File: src/rtl/done_req_ack.sv
// rtl/done_req_ack.sv - queues done pulses and delivers them over a 4-phase req/ack handshake
// Flags events dropped at saturation (sticky) and requests left unanswered (pulse).
module done_req_ack #(
  parameter int PEND_W  = 3,
  parameter int TMO_CYC = 15
) (
  input  logic              clk,
  input  logic              rst_n,
  input  logic              done_i,
  input  logic              ack_i,
  input  logic              clr_i,
  output logic              req_o,
  output logic [PEND_W-1:0] pend_o,
  output logic              busy_o,
  output logic              ovf_o,
  output logic              tmo_o
);

  localparam int TMR_W = $clog2(TMO_CYC);
  localparam logic [TMR_W-1:0]  TMR_LAST = TMR_W'(TMO_CYC - 1);
  localparam logic [PEND_W-1:0] PEND_MAX = '1;

  typedef enum logic [1:0] {S_IDLE, S_REQ, S_REL} state_t;

  state_t            r_state;
  logic              r_req;
  logic [PEND_W-1:0] r_pend;
  logic              r_ovf;
  logic              r_tmo;
  logic [TMR_W-1:0]  r_timer;

  state_t            w_state_nxt;
  logic              w_req_nxt;
  logic [PEND_W-1:0] w_pend_nxt;
  logic              w_ovf_nxt;
  logic              w_tmo_nxt;
  logic [TMR_W-1:0]  w_timer_nxt;
  logic              w_launch;

  always_ff @(posedge clk or negedge rst_n) begin
    if (!rst_n) begin
      r_state <= S_IDLE;
      r_req   <= 1'b0;
      r_pend  <= '0;
      r_ovf   <= 1'b0;
      r_tmo   <= 1'b0;
      r_timer <= '0;
    end else begin
      r_state <= w_state_nxt;
      r_req   <= w_req_nxt;
      r_pend  <= w_pend_nxt;
      r_ovf   <= w_ovf_nxt;
      r_tmo   <= w_tmo_nxt;
      r_timer <= w_timer_nxt;
    end
  end

  always_comb begin
    w_state_nxt = r_state;
    w_req_nxt   = r_req;
    w_tmo_nxt   = 1'b0;
    w_timer_nxt = r_timer;
    w_launch    = 1'b0;
    case (r_state)
      S_IDLE: begin
        if (r_pend != '0) begin
          w_state_nxt = S_REQ;
          w_req_nxt   = 1'b1;
          w_launch    = 1'b1;
          w_timer_nxt = '0;
        end
      end
      S_REQ: begin
        // ack wins over a timeout landing in the same cycle
        if (ack_i) begin
          w_state_nxt = S_REL;
          w_req_nxt   = 1'b0;
        end else if (r_timer == TMR_LAST) begin
          w_state_nxt = S_REL;
          w_req_nxt   = 1'b0;
          w_tmo_nxt   = 1'b1;
        end else begin
          w_timer_nxt = r_timer + 1'b1;
        end
      end
      S_REL: begin
        if (!ack_i) w_state_nxt = S_IDLE;
      end
      default: begin
        w_state_nxt = S_IDLE;
        w_req_nxt   = 1'b0;
      end
    endcase
  end

  // Overflow set is evaluated after clear so a coincident drop keeps the flag
  always_comb begin
    w_pend_nxt = r_pend;
    w_ovf_nxt  = r_ovf;
    if (clr_i) w_ovf_nxt = 1'b0;
    if (done_i && !w_launch) begin
      if (r_pend == PEND_MAX) w_ovf_nxt = 1'b1;
      else                    w_pend_nxt = r_pend + 1'b1;
    end else if (!done_i && w_launch) begin
      w_pend_nxt = r_pend - 1'b1;
    end
  end

  assign req_o  = r_req;
  assign pend_o = r_pend;
  assign busy_o = (r_state != S_IDLE);
  assign ovf_o  = r_ovf;
  assign tmo_o  = r_tmo;

endmodule

File: config.mk
export PLATFORM = sky130hd
export DESIGN_NAME = done_req_ack
export DESIGN_NICKNAME = d
export VERILOG_FILES = /design/src/rtl/done_req_ack.sv
export SDC_FILE = /design/constraint.sdc
export NUM_CORES = 1
export LEC_CHECK = 0
export BUFFER_PORTS_ARGS = -buffer_cell sky130_fd_sc_hd__buf_2
export CORE_MARGIN = 2
export CORE_UTILIZATION = 25
export DETAILED_ROUTE_END_ITERATION = 7
export GPL_ROUTABILITY_DRIVEN = 0
export PLACE_DENSITY = 0.52
export SYNTH_ARGS = -nofsm -noshare
export SYNTH_HDL_FRONTEND = slang
export SYNTH_SLANG_ARGS = --single-unit
File: constraint.sdc
create_clock -name clk -period 2.02 [get_ports clk]
set_clock_uncertainty 0.05 [all_clocks]
set_input_delay 0.101 -clock clk [delete_from_list [all_inputs] [get_ports clk]]
set_output_delay 0.101 -clock clk [all_outputs]
set_load 0.02 [all_outputs]
-- Yosys cells after proc, flatten, opt, wreduce, memory -nomap -nowiden
Cells that the tools add are included.
- register bits: 12
- output and inout port bits: 7
- $add $sub $neg: 3
- equality and inequality tests: 10
- mux-type cells: 24
- bitwise gates (word level): 1
- reduce and logical (&&, ||, !) cells: 13
- operators by type and width (operator ; number):
    $mux W4 ; 3
    $mux W1 ; 11
    $ne A2 B2 Y1 const B ; 5
    $mux W3 ; 3
    $mux W2 ; 4
    $pmux W4 S2 ; 1
    $pmux W2 S3 ; 1
    $reduce_and A3 Y1 ; 2
    $reduce_bool A2 Y1 ; 3
    $add A4 B1 Y4 const B ; 1
    $eq A4 B4 Y1 const B ; 1
    $reduce_and A4 Y1 ; 1
    $add A3 B1 Y3 const B ; 1
    $eq A3 B3 Y1 const B ; 1
    $ne A3 B3 Y1 const B ; 1
    $pmux W1 S3 ; 1
    $reduce_bool A3 Y1 ; 1
    $sub A3 B1 Y3 const B ; 1
    $eq A2 B1 Y1 const B ; 1
    $eq A2 B2 Y1 const B ; 1
    $logic_and A1 B1 Y1 ; 2
    $logic_not A1 Y1 ; 2
    $logic_not A2 Y1 ; 1
    $reduce_and A2 Y1 ; 1
    $not A1 Y1 ; 1

-- Logic depth before layout (Yosys ltp)
Gate-level depths: netlist (run 1).
- depth in word-level cells: 7
- depth in mapped cells: 10
- depth with buffers taken out: 9

-- Worst setup path after synthesis (run 1)
No wires, ideal clock.
- path type: reg2reg
- from: register r_state[1]
- to: register r_pend[1], in the netlist pend_o[1]
- setup time: 0.142 ns
- arrival time: 1.817 ns
- required time: 1.828 ns
- slack: 0.011 ns
- cell stages (with the launch flop): 11
- period minus slack after synthesis: 2.009 ns
- cells stage by stage: dfrtp_1 buf_6 nor2_1 inv_2 o21ai_0 nor2_1 a21oi_1 ha_1 and3_1 a21oi_1 o221ai_1
- RTL lines (what ; RTL line ; RTL):
    start: declaration ; 25 ; state_t r_state;
    start signal: assignment ; 49 ; r_state <= w_state_nxt;
    $logic_not A2 Y1 ; 64 ; case (r_state)
    $mux W1 ; 64 ;
    $logic_not A1 Y1 ; 101 ; if (done_i && !w_launch) begin
    $logic_and A1 B1 Y1 ; 101 ;
    $mux W3 ; 101 ;
    net w_pend_nxt[1] ; 34 ; logic [PEND_W-1:0] w_pend_nxt;
    end signal: assignment ; 51 ; r_pend <= w_pend_nxt;
    end: declaration ; 27 ; logic [PEND_W-1:0] r_pend;
The timed path passes the listed nets, and every way through them passes these cells.
A chain may end at the register's enable or synchronous reset.

-- Worst setup path after layout (run 1)
- from: register r_state[1]
- to: register r_pend[2], in the netlist pend_o[2]
- cells in the longest elaborated chain, start to end: 6
- ends and longest elaborated chain (what ; RTL line):
    $logic_not A2 Y1 (*) ; 64
    $mux W1 (*) ; 64
    $logic_not A1 Y1 ; 101
    $logic_and A1 B1 Y1 ; 101
    $ne A2 B2 Y1 (no source line) / $reduce_bool A2 Y1 (equally long branches) ; -
    $reduce_and A2 Y1 (no source line) ; -
Every way passes the cells marked *; elsewhere a longest branch is shown, timed or not.

==> results of run 1 <==
-- final cells by class --
| type | count | area (um2) |
|---|---|---|
| inverters | 7 | 26.3 |
| multi-input cells | 61 | 389 |
| fillers | 303 | 1870 |
| well taps | 31 | 38.8 |
| repair buffers | 21 | 138 |
| clock buffers | 3 | 22.5 |
| flip-flops and latches | 12 | 300 |
-- logic make-up after synthesis --
family	Yosys count	share of synthesized area (%)
buffers and inverters	12	7.51
adders and majority gates	3	5.12
xor gates and xnor gates	1	1.19
and+or+nand+nor	31	22.2
AOI/OAI and AO/OA	26	23.0
DFF	12	41.0
-- path summary, 6_finish.rpt --
path	depth (start not counted)	slack, ps	end
worst max-delay path	7	190	pend_o[2]
worst min-delay path	2	180	pend_o[1]
worst max register to register	7	190	pend_o[2]
worst min register to register	2	490	ovf_o
max in group asynchronous	2	1500	r_state[0]
min in group asynchronous	2	190	r_state[1]
-- flip-flops by register name, summed over array words and instances, names as in the netlist --
signal	cells
ovf_o	1
pend_o	3
r_state	2
r_timer	4
req_o	1
tmo_o	1
-- critical path, delay by kind of cell (launching register included) --
family,cells,cell delay [ps]
and+or+nand+nor,3,730
buffers and inverters,1,80
AOI/OAI and AO/OA,2,260
DFF,1,410
adders and majority gates,1,230
-- Yosys cell counts (3+ instances only) --
cell,instances
a21oi_1,8
and3_1,3
dfrtp_1,12
ha_1,3
inv_1,6
nand2_1,5
nand3_1,4
nor2_1,7
o21ai_0,6
or3_1,3
-- metrics by stage --
stage	cell area, um2	hold WS, ps
after floorplan	733	-245
after global placement	851	-48.0
final	915	177
after CTS	903	156
after global routing	915	202
after detailed placement	851	-45.6
-- what timing repair did --
action | 4_1_cts | 5_1_grt
hold buffers | 3 | 0
gates resized for setup | 0 | 4
setup endpoints to repair | 0 | 2
endpoints found under the hold margin | 14 | 0
-- per-layer routing --
layer | part of all wire, % | wire length [um] | GRT usage (%)
met5 | 0 | 0 | 0
met4 | 1.5 | 28 | 3.99
met3 | 5.4 | 98 | 4.69
met2 | 46 | 830 | 19.0
met1 | 47 | 860 | 15.1
-- report_power, final --
part	switching, W	internal [W]
combinational	0.000481	0.000359
sequential	0.0000859	0.000333
clock	0.0000848	0.0000692
==> impl_metrics.csv, run 1 <==
group,metric,value,unit
timing,finalSetupViolCount,0,
synth,yosysTopAreaCell,"dfrtp_1",
place,dp.final_hpwl,1350,um
synth,synth_warnings,0,
place,dp_worst_setup_slack,24.9,ps
cts,post_cts_buffers,0,
finish,fin_nets,114,
setup_path,r2r-start,"r_state[1]",
finish,final_cell_mix,"12 x dfrtp_1, 11 x buf_2, 8 x a21oi_1, 7 x buf_4",
pwr,power_leakage,0.423,nW
timing,min_period,1830,ps
cts,clockBufferDepth,2,
pwr,power.density,1540,nW/um2
cts,cts_buffers,3,
cts,cts.sinks,12,
synth,synth_edf_count,0,
setup_path,crit_path_max_incr_delay,490,ps
run,max_cap_viol_count,0,
cts,clock_latency,280,ps
floorplanning,ioPinCount,12,
cts,cts_tree,"yes",
global_routing,grt_pass1_vias,697,
setup_path,critPathKind,"reg2reg",
synth,syn_inst,85,
run_status,status,"completed",
setup_path,cp_slowest_cell,"or4_1",
cts,clockRootBuffer,"clkbuf_4",
synth,synth_ff_type,"dfrtp_1",
setup_path,required,2170,ps
timing,hold_viol,0,
global_routing,gr-usage-all-layers,12.1,%
timing,finalCritPeriodShare,90.6,%
synth,yosysTopAreaCellShare,41.0,%
synth,netlist_area,733,um2
synth,yosysUniqueCellTypes,29,
global_routing,grt_pass1_wl,3120,um
global_routing,grt_antenna_before_repair,0,
finish,stdcell_count,135,
floorplanning,rows,19,
floorplanning,die-width,58.2,um
synth,syn-num-nets,93,
finish,postLayoutCoreUtil,32.9,%
floorplanning,core_area,2780,um2
setup_path,critical_path.max_fanout,5,
synth,seq_area_frac_synth,41.0,%
timing,slew_viol_final,0,
setup_path,arrival,1980,ps
floorplanning,start_util,26.4,%
setup_path,startpoint,"r_state[1]",
timing,finalWorstSetupSlack,190,ps
drt,vias_per_cell,5.30,
synth,ys_top_cells_by_area,"dfrtp_1 41%, a21oi_1 5.5%, ha_1 5.1%",
finish,antenna_cells,0,
timing,tns,0,ps
timing,worstMarginPinSlew,276,ps
finish,drive_gt1_share,25.0,%
finish,area_growth,24.7,%
cts,path_clk_slew,80,ps
drt,vias,716,
synth,synthArstFlopShare,100,%
floorplanning,die_h,58.2,um
timing,fmaxAchievable,547,MHz
setup_path,cp-end-kind,"register",
global_routing,grt_max_degree,14,
drt,drt-total-wl,1820,um
drt,drc,0,
global_routing,gr-total-overflow,0,
place,dp_cells,129,
drt,drt-pass1-iter-count,5,
place,port-buffer-count,11,
setup_path,cp_cell_sequence,"nor2_4 -> inv_2 -> nand2_1 -> a21oi_1 -> ha_1 -> or4_1 -> a32oi_1",
synth,synth_seq_cells,12,
drt,drtIter0Drc,21,
pwr,power,0.00141,W
timing,rsz0062_at_grt,"no",
worst_hold_path,hp-start,"done_i",
drt,wl_per_cell,13.5,um
synth,syn_area_per_cell,8.63,um2
pwr,vdd_drop_max,0.000622,V
floorplanning,die-area,3380,um2
drt,antenna_left,0,
cts,htreeDepth,1,
finish,mostFrequentLayoutCell,"dfrtp_1",
setup_path,critPathLaunchType,"register",
timing,maxSlewHeadroom,81.3,%
worst_hold_path,hold_path.class,"in2reg",
Power figures use the tool's default switching activity.
==> run 2, diff against run 1 <==
--- a/config.mk
+++ b/config.mk
@@ -10,6 +10,7 @@
 export CORE_UTILIZATION = 25
 export DETAILED_ROUTE_END_ITERATION = 7
 export GPL_ROUTABILITY_DRIVEN = 0
+export GPL_TIMING_DRIVEN = 0
 export PLACE_DENSITY = 0.52
 export SYNTH_ARGS = -nofsm -noshare
 export SYNTH_HDL_FRONTEND = slang
==> impl_metrics.csv, run 2 (synthesis results as in run 1) <==
group,metric,value,unit
run_status,status,"completed",
cts,clock_latency,270,ps
setup_path,critPathLaunchType,"register",
place,port-buffer-count,11,
floorplanning,die-width,58.2,um
finish,top_register,"r_timer",
pwr,p_comb_share,60.8,%
finish,multi_input_area,409,um2
global_routing,grt_max_degree,13,
setup_path,r2r_slack,110,ps
worst_hold_path,min_to,"tmo_o",
floorplanning,die_h,58.2,um
pwr,power.density,1570,nW/um2
pwr,p_clk_share,9.3,%
drt,drt-total-wl,1730,um
pwr,power_leakage,0.420,nW
cts,cts_tree,"yes",
place,dp.final_hpwl,1260,um
pwr,p_seq_share,29.8,%
timing,maxSlewHeadroom,68.8,%
finish,final_cell_mix,"12 x buf_2, 10 x dfrtp_1, 7 x a21oi_1, 6 x inv_1",
cts,cts_buffers,3,
cts,cts.sinks,12,
drt,drtIter0Drc,15,
timing,finalCritPeriodShare,94.5,%
run,max_cap_viol_count,0,
finish,drive_gt1_share,31.7,%
pwr,internal_power,0.000795,W
cts,path_clk_slew,60,ps
setup_path,ff2ff_path_depth,10,
setup_path,r2r-start,"r_state[1]",
timing,min_period,1910,ps
finish,area_growth,28.0,%
drt,antenna_left,0,
timing,slew_viol_final,0,
floorplanning,ioPinCount,12,
setup_path,cp-end-kind,"register",
drt,vias_per_cell,5.48,
global_routing,gr-total-overflow,0,
drt,drt-pass1-iter-count,4,
pwr,vdd_drop_max,0.000740,V
worst_hold_path,hold_path.class,"in2reg",
timing,finalWorstSetupSlack,112,ps
timing,fmaxAchievable,524,MHz
drt,vias,740,
timing,hold_viol,0,
finish,fillers,302,
global_routing,grt_antenna_before_repair,0,
cts,clockBufferDepth,2,
setup_path,critical_path.max_fanout,9,
floorplanning,start_util,26.4,%
finish,regArea,303,um2
pwr,sw_frac_of_total,45.9,%
timing,finalSetupViolCount,0,
global_routing,gr-usage-all-layers,10.8,%
setup_path,critPathKind,"reg2reg",
finish,mostFrequentLayoutCell,"buf_2",
cts,htreeDepth,1,
setup_path,required,2100,ps
setup_path,r2r_end,"pend_o[1]",
setup_path,arrival,1990,ps
drt,wl_per_cell,12.8,um
pwr,switchingPower,0.000674,W
place,dp_worst_setup_slack,-316,ps
finish,fin_nets,114,
timing,worstMarginPinSlew,469,ps
cts,clockRootBuffer,"clkbuf_4",
finish,largest_register_ffs,4,
floorplanning,core_area,2780,um2
global_routing,grt_pass1_wl,2790,um
floorplanning,die-area,3380,um2
timing,rsz0062_at_grt,"no",
finish,postLayoutCoreUtil,33.7,%
timing,hold-worst-slack,28.5,ps
worst_hold_path,whs_path_depth,2,
global_routing,grt_pass1_vias,656,
finish,antenna_cells,0,
floorplanning,rows,19,
drt,drc,0,
worst_hold_path,hp-start,"ack_i",
run 2: cell types whose count changed in the layout (fill, tap and decap cells not counted), sizes merged:
cell	previous run	this run
clkbuf	3	4
dlygate4sd3	3	2
run 2: worst max-delay path by stage:
| stage | cells past startpoint | startpoint | slack [ps] | to |
|---|---|---|---|---|
| 5_1_grt | 10 | r_state[1] | 8 | pend_o[1] |
| 3_5_place_dp | 10 | r_state[0] | -320 | pend_o[1] |
| 3_3_place_gp | 10 | r_state[0] | -210 | pend_o[1] |
| 4_1_cts | 10 | r_state[0] | 20 | pend_o[1] |
| 6_report | 10 | r_state[1] | 110 | pend_o[1] |
| 2_1_floorplan | 10 | r_state[1] | 10 | pend_o[1] |
run 2: stage by stage:
stage,instance area [um2],std cells,TNS (ps),power (W)
2_1_floorplan,733,85,0,0.000981
3_3_place_gp,827,127,-324,0.00116
3_5_place_dp,827,127,-481,0.00118
4_1_cts,887,132,0,0.00137
5_1_grt,938,135,0,0.00159
6_report,938,135,0,0.00147
run 2: layer usage:
layer  up-vias  track usage [%]  routed length, um
met2        12             18.0                839
met1       362             13.1                786
met3         7             2.01                 48
met4         0             5.98                 59
li1        359                -                  -
met5         -                0                  0
run 2: area by class of cell:
cell class	count	share of cell area (%)
multi-input cells	61	43.6
flip-flops and latches	12	32.3
repair buffers	17	11.2
well taps	31	4.13
plain buffers	4	3.33
inverters	7	3.07
clock buffers	3	2.40
run 2: timing repair:
action	CTS	global route
setup endpoints to repair	2	2
gates resized for setup	5	9
buffers inserted	1	3
hold buffers	2	0
pin swaps	1	3
hold endpoints to repair	13	0
run 2: critical path, cell delays in order (launching register included):
cell and delay, ps:
dfrtp_1 370, buf_6 140, nor2_4 130, inv_4 70, o21ai_2 130, nor2_1 60, a21oi_1 130, ha_1 290
and3_4 190, a21oi_2 110, o221ai_2 100
run 2: power groups by stage:
| stage | registers (W) | logic (W) | clock network (W) |
|---|---|---|---|
| 2_1_floorplan | 0.000461 | 0.000520 | 0 |
| 3_3_place_gp | 0.000420 | 0.000745 | 0 |
| 3_5_place_dp | 0.000421 | 0.000762 | 0 |
| 4_1_cts | 0.000439 | 0.000789 | 0.000144 |
| 5_1_grt | 0.000457 | 0.000987 | 0.000150 |
| 6_report | 0.000439 | 0.000894 | 0.000137 |
==> run 3, diff against run 2 <==
--- a/config.mk
+++ b/config.mk
@@ -6,12 +6,14 @@
 export NUM_CORES = 1
 export LEC_CHECK = 0
 export BUFFER_PORTS_ARGS = -buffer_cell sky130_fd_sc_hd__buf_2
+export CELL_PAD_IN_SITES_DETAIL_PLACEMENT = 1
+export CELL_PAD_IN_SITES_GLOBAL_PLACEMENT = 2
 export CORE_MARGIN = 2
 export CORE_UTILIZATION = 25
 export DETAILED_ROUTE_END_ITERATION = 7
 export GPL_ROUTABILITY_DRIVEN = 0
 export GPL_TIMING_DRIVEN = 0
-export PLACE_DENSITY = 0.52
+export PLACE_DENSITY = 0.73
 export SYNTH_ARGS = -nofsm -noshare
 export SYNTH_HDL_FRONTEND = slang
 export SYNTH_SLANG_ARGS = --single-unit
==> impl_metrics.csv, run 3 (synthesis results as in run 1) <==
group,metric,value,unit
finish,postLayoutCoreUtil,33.8,%
global_routing,gr-total-overflow,0,
drt,drt-pass1-iter-count,3,
worst_hold_path,min_to,"tmo_o",
global_routing,grt_pass1_vias,685,
pwr,vdd_drop_max,0.000710,V
cts,htreeDepth,1,
timing,maxSlewHeadroom,71.0,%
drt,vias,708,
drt,drtIter0Drc,17,
floorplanning,die-width,58.2,um
run_status,status,"completed",
finish,top_register,"r_timer",
drt,vias_per_cell,5.28,
setup_path,critPathKind,"reg2reg",
floorplanning,die_h,58.2,um
cts,clockRootBuffer,"clkbuf_4",
global_routing,grt_max_degree,13,
finish,drive_gt1_share,28.2,%
worst_hold_path,hp-start,"ack_i",
finish,final_cell_mix,"12 x buf_2, 12 x dfrtp_1, 6 x nor2_1, 6 x inv_1, 6 x a21oi_1",
setup_path,critPathLaunchType,"register",
setup_path,cp-end-kind,"register",
timing,worstMarginPinSlew,435,ps
setup_path,r2r_end,"pend_o[1]",
floorplanning,die-area,3380,um2
floorplanning,rows,19,
finish,fin_nets,112,
cts,clockBufferDepth,2,
drt,drt-total-wl,1880,um
pwr,power.density,1650,nW/um2
timing,finalCritPeriodShare,96.1,%
finish,fillers,328,
place,port-buffer-count,11,
floorplanning,ioPinCount,12,
timing,tns,0,ps
floorplanning,core_area,2780,um2
setup_path,arrival,2030,ps
setup_path,required,2110,ps
drt,wl_per_cell,14.0,um
setup_path,cp_cell_sequence,"buf_6 -> nor2_4 -> inv_4 -> o21ai_2 -> nor2_1 -> a21oi_2 -> ha_4 -> buf_4 -> a32oi_1 -> o221ai_2",
place,dpl_cell_area,827,um2
cts,cts_buffers,3,
timing,min_period,1940,ps
setup_path,cp_slowest_cell,"dfrtp_1",
setup_path,r2r_slack,80,ps
finish,antenna_cells,0,
global_routing,gr-usage-all-layers,11.9,%
worst_hold_path,hold_path.class,"in2reg",
cts,clock_latency,270,ps
timing,hold-worst-slack,9.40,ps
finish,area_growth,28.3,%
timing,slew_viol_final,0,
drt,drc,0,
setup_path,critical_path.max_fanout,9,
setup_path,ff2ff_path_depth,10,
setup_path,r2r-start,"r_state[1]",
global_routing,grt_pass1_wl,3080,um
pwr,power,0.00155,W
finish,postLayoutCellArea,941,um2
timing,hold_viol,0,
floorplanning,start_util,26.4,%
pwr,power_leakage,0.422,nW
timing,fmaxAchievable,515,MHz
timing,finalSetupViolCount,0,
cts,cts.sinks,12,
worst_hold_path,whs_path_depth,2,
drt,antenna_left,0,
finish,largest_register_ffs,4,
cts,cts_tree,"yes",
place,dp.final_hpwl,1390,um
cts,path_clk_slew,80,ps
setup_path,crit_path_max_incr_delay,380,ps
run,max_cap_viol_count,0,
global_routing,grt_antenna_before_repair,0,
==> run 3: layout make-up <==
| class | instances | area (um2) | share of cell area [%] |
|---|---|---|---|
| multi-input combinational | 61 | 415 | 44.1 |
| sequential | 12 | 300 | 31.9 |
| timing repair buffer | 15 | 90.1 | 9.57 |
| tap | 31 | 38.8 | 4.12 |
| clock buffer | 4 | 36.3 | 3.86 |
| buffer | 4 | 31.3 | 3.32 |
| inverter | 7 | 28.8 | 3.06 |
==> run 3: worst max path at each step <==
stage	slack (ps)	cells after the start	end	start
2_1_floorplan	10	10	pend_o[1]	r_state[1]
3_3_place_gp	-240	10	pend_o[1]	r_state[0]
3_5_place_dp	-250	10	pend_o[1]	r_state[0]
4_1_cts	5	10	pend_o[1]	r_state[0]
5_1_grt	-60	10	pend_o[1]	r_state[1]
6_report	80	10	pend_o[1]	r_state[1]
==> run 3: what timing repair did <==
action,CTS,global route
cloned,0,0
pin swaps,2,3
endpoints found under the setup margin,2,2
buffers inserted,1,1
endpoints found under the hold margin,13,0
resized for setup,6,5
hold buffers,2,0
==> run 3: layer usage <==
metal  vias to the layer above  GRT usage, %  routed length (um)
met4                         0          4.98                  23
li1                        351             -                   -
met5                         -             0                   0
met3                         2          2.01                  34
met2                         8          20.6                 933
met1                       347          14.5                 889
==> run 3: power breakdown <==
group | total, W | switching (W) | internal, W
sequential | 0.000445 | 0.000113 | 0.000332
combinational | 0.000915 | 0.000512 | 0.000403
clock | 0.000191 | 0.0000821 | 0.000109
==> run 3: per-stage QoR <==
step | std cells | setup slack (ps)
detailed placement | 127 | -249
global route | 134 | -56.7
CTS | 133 | 5.28
floorplan | 85 | 10.8
global placement | 127 | -244
finish | 134 | 78.8
==> run 3: worst max-delay path, delay by kind of cell, from the launching register on <==
kind / cells / cell delay (ps)
buf+inv: 3 / 340
flops: 1 / 380
simple gates: 2 / 190
compound gates: 4 / 630
fa+ha+maj: 1 / 230
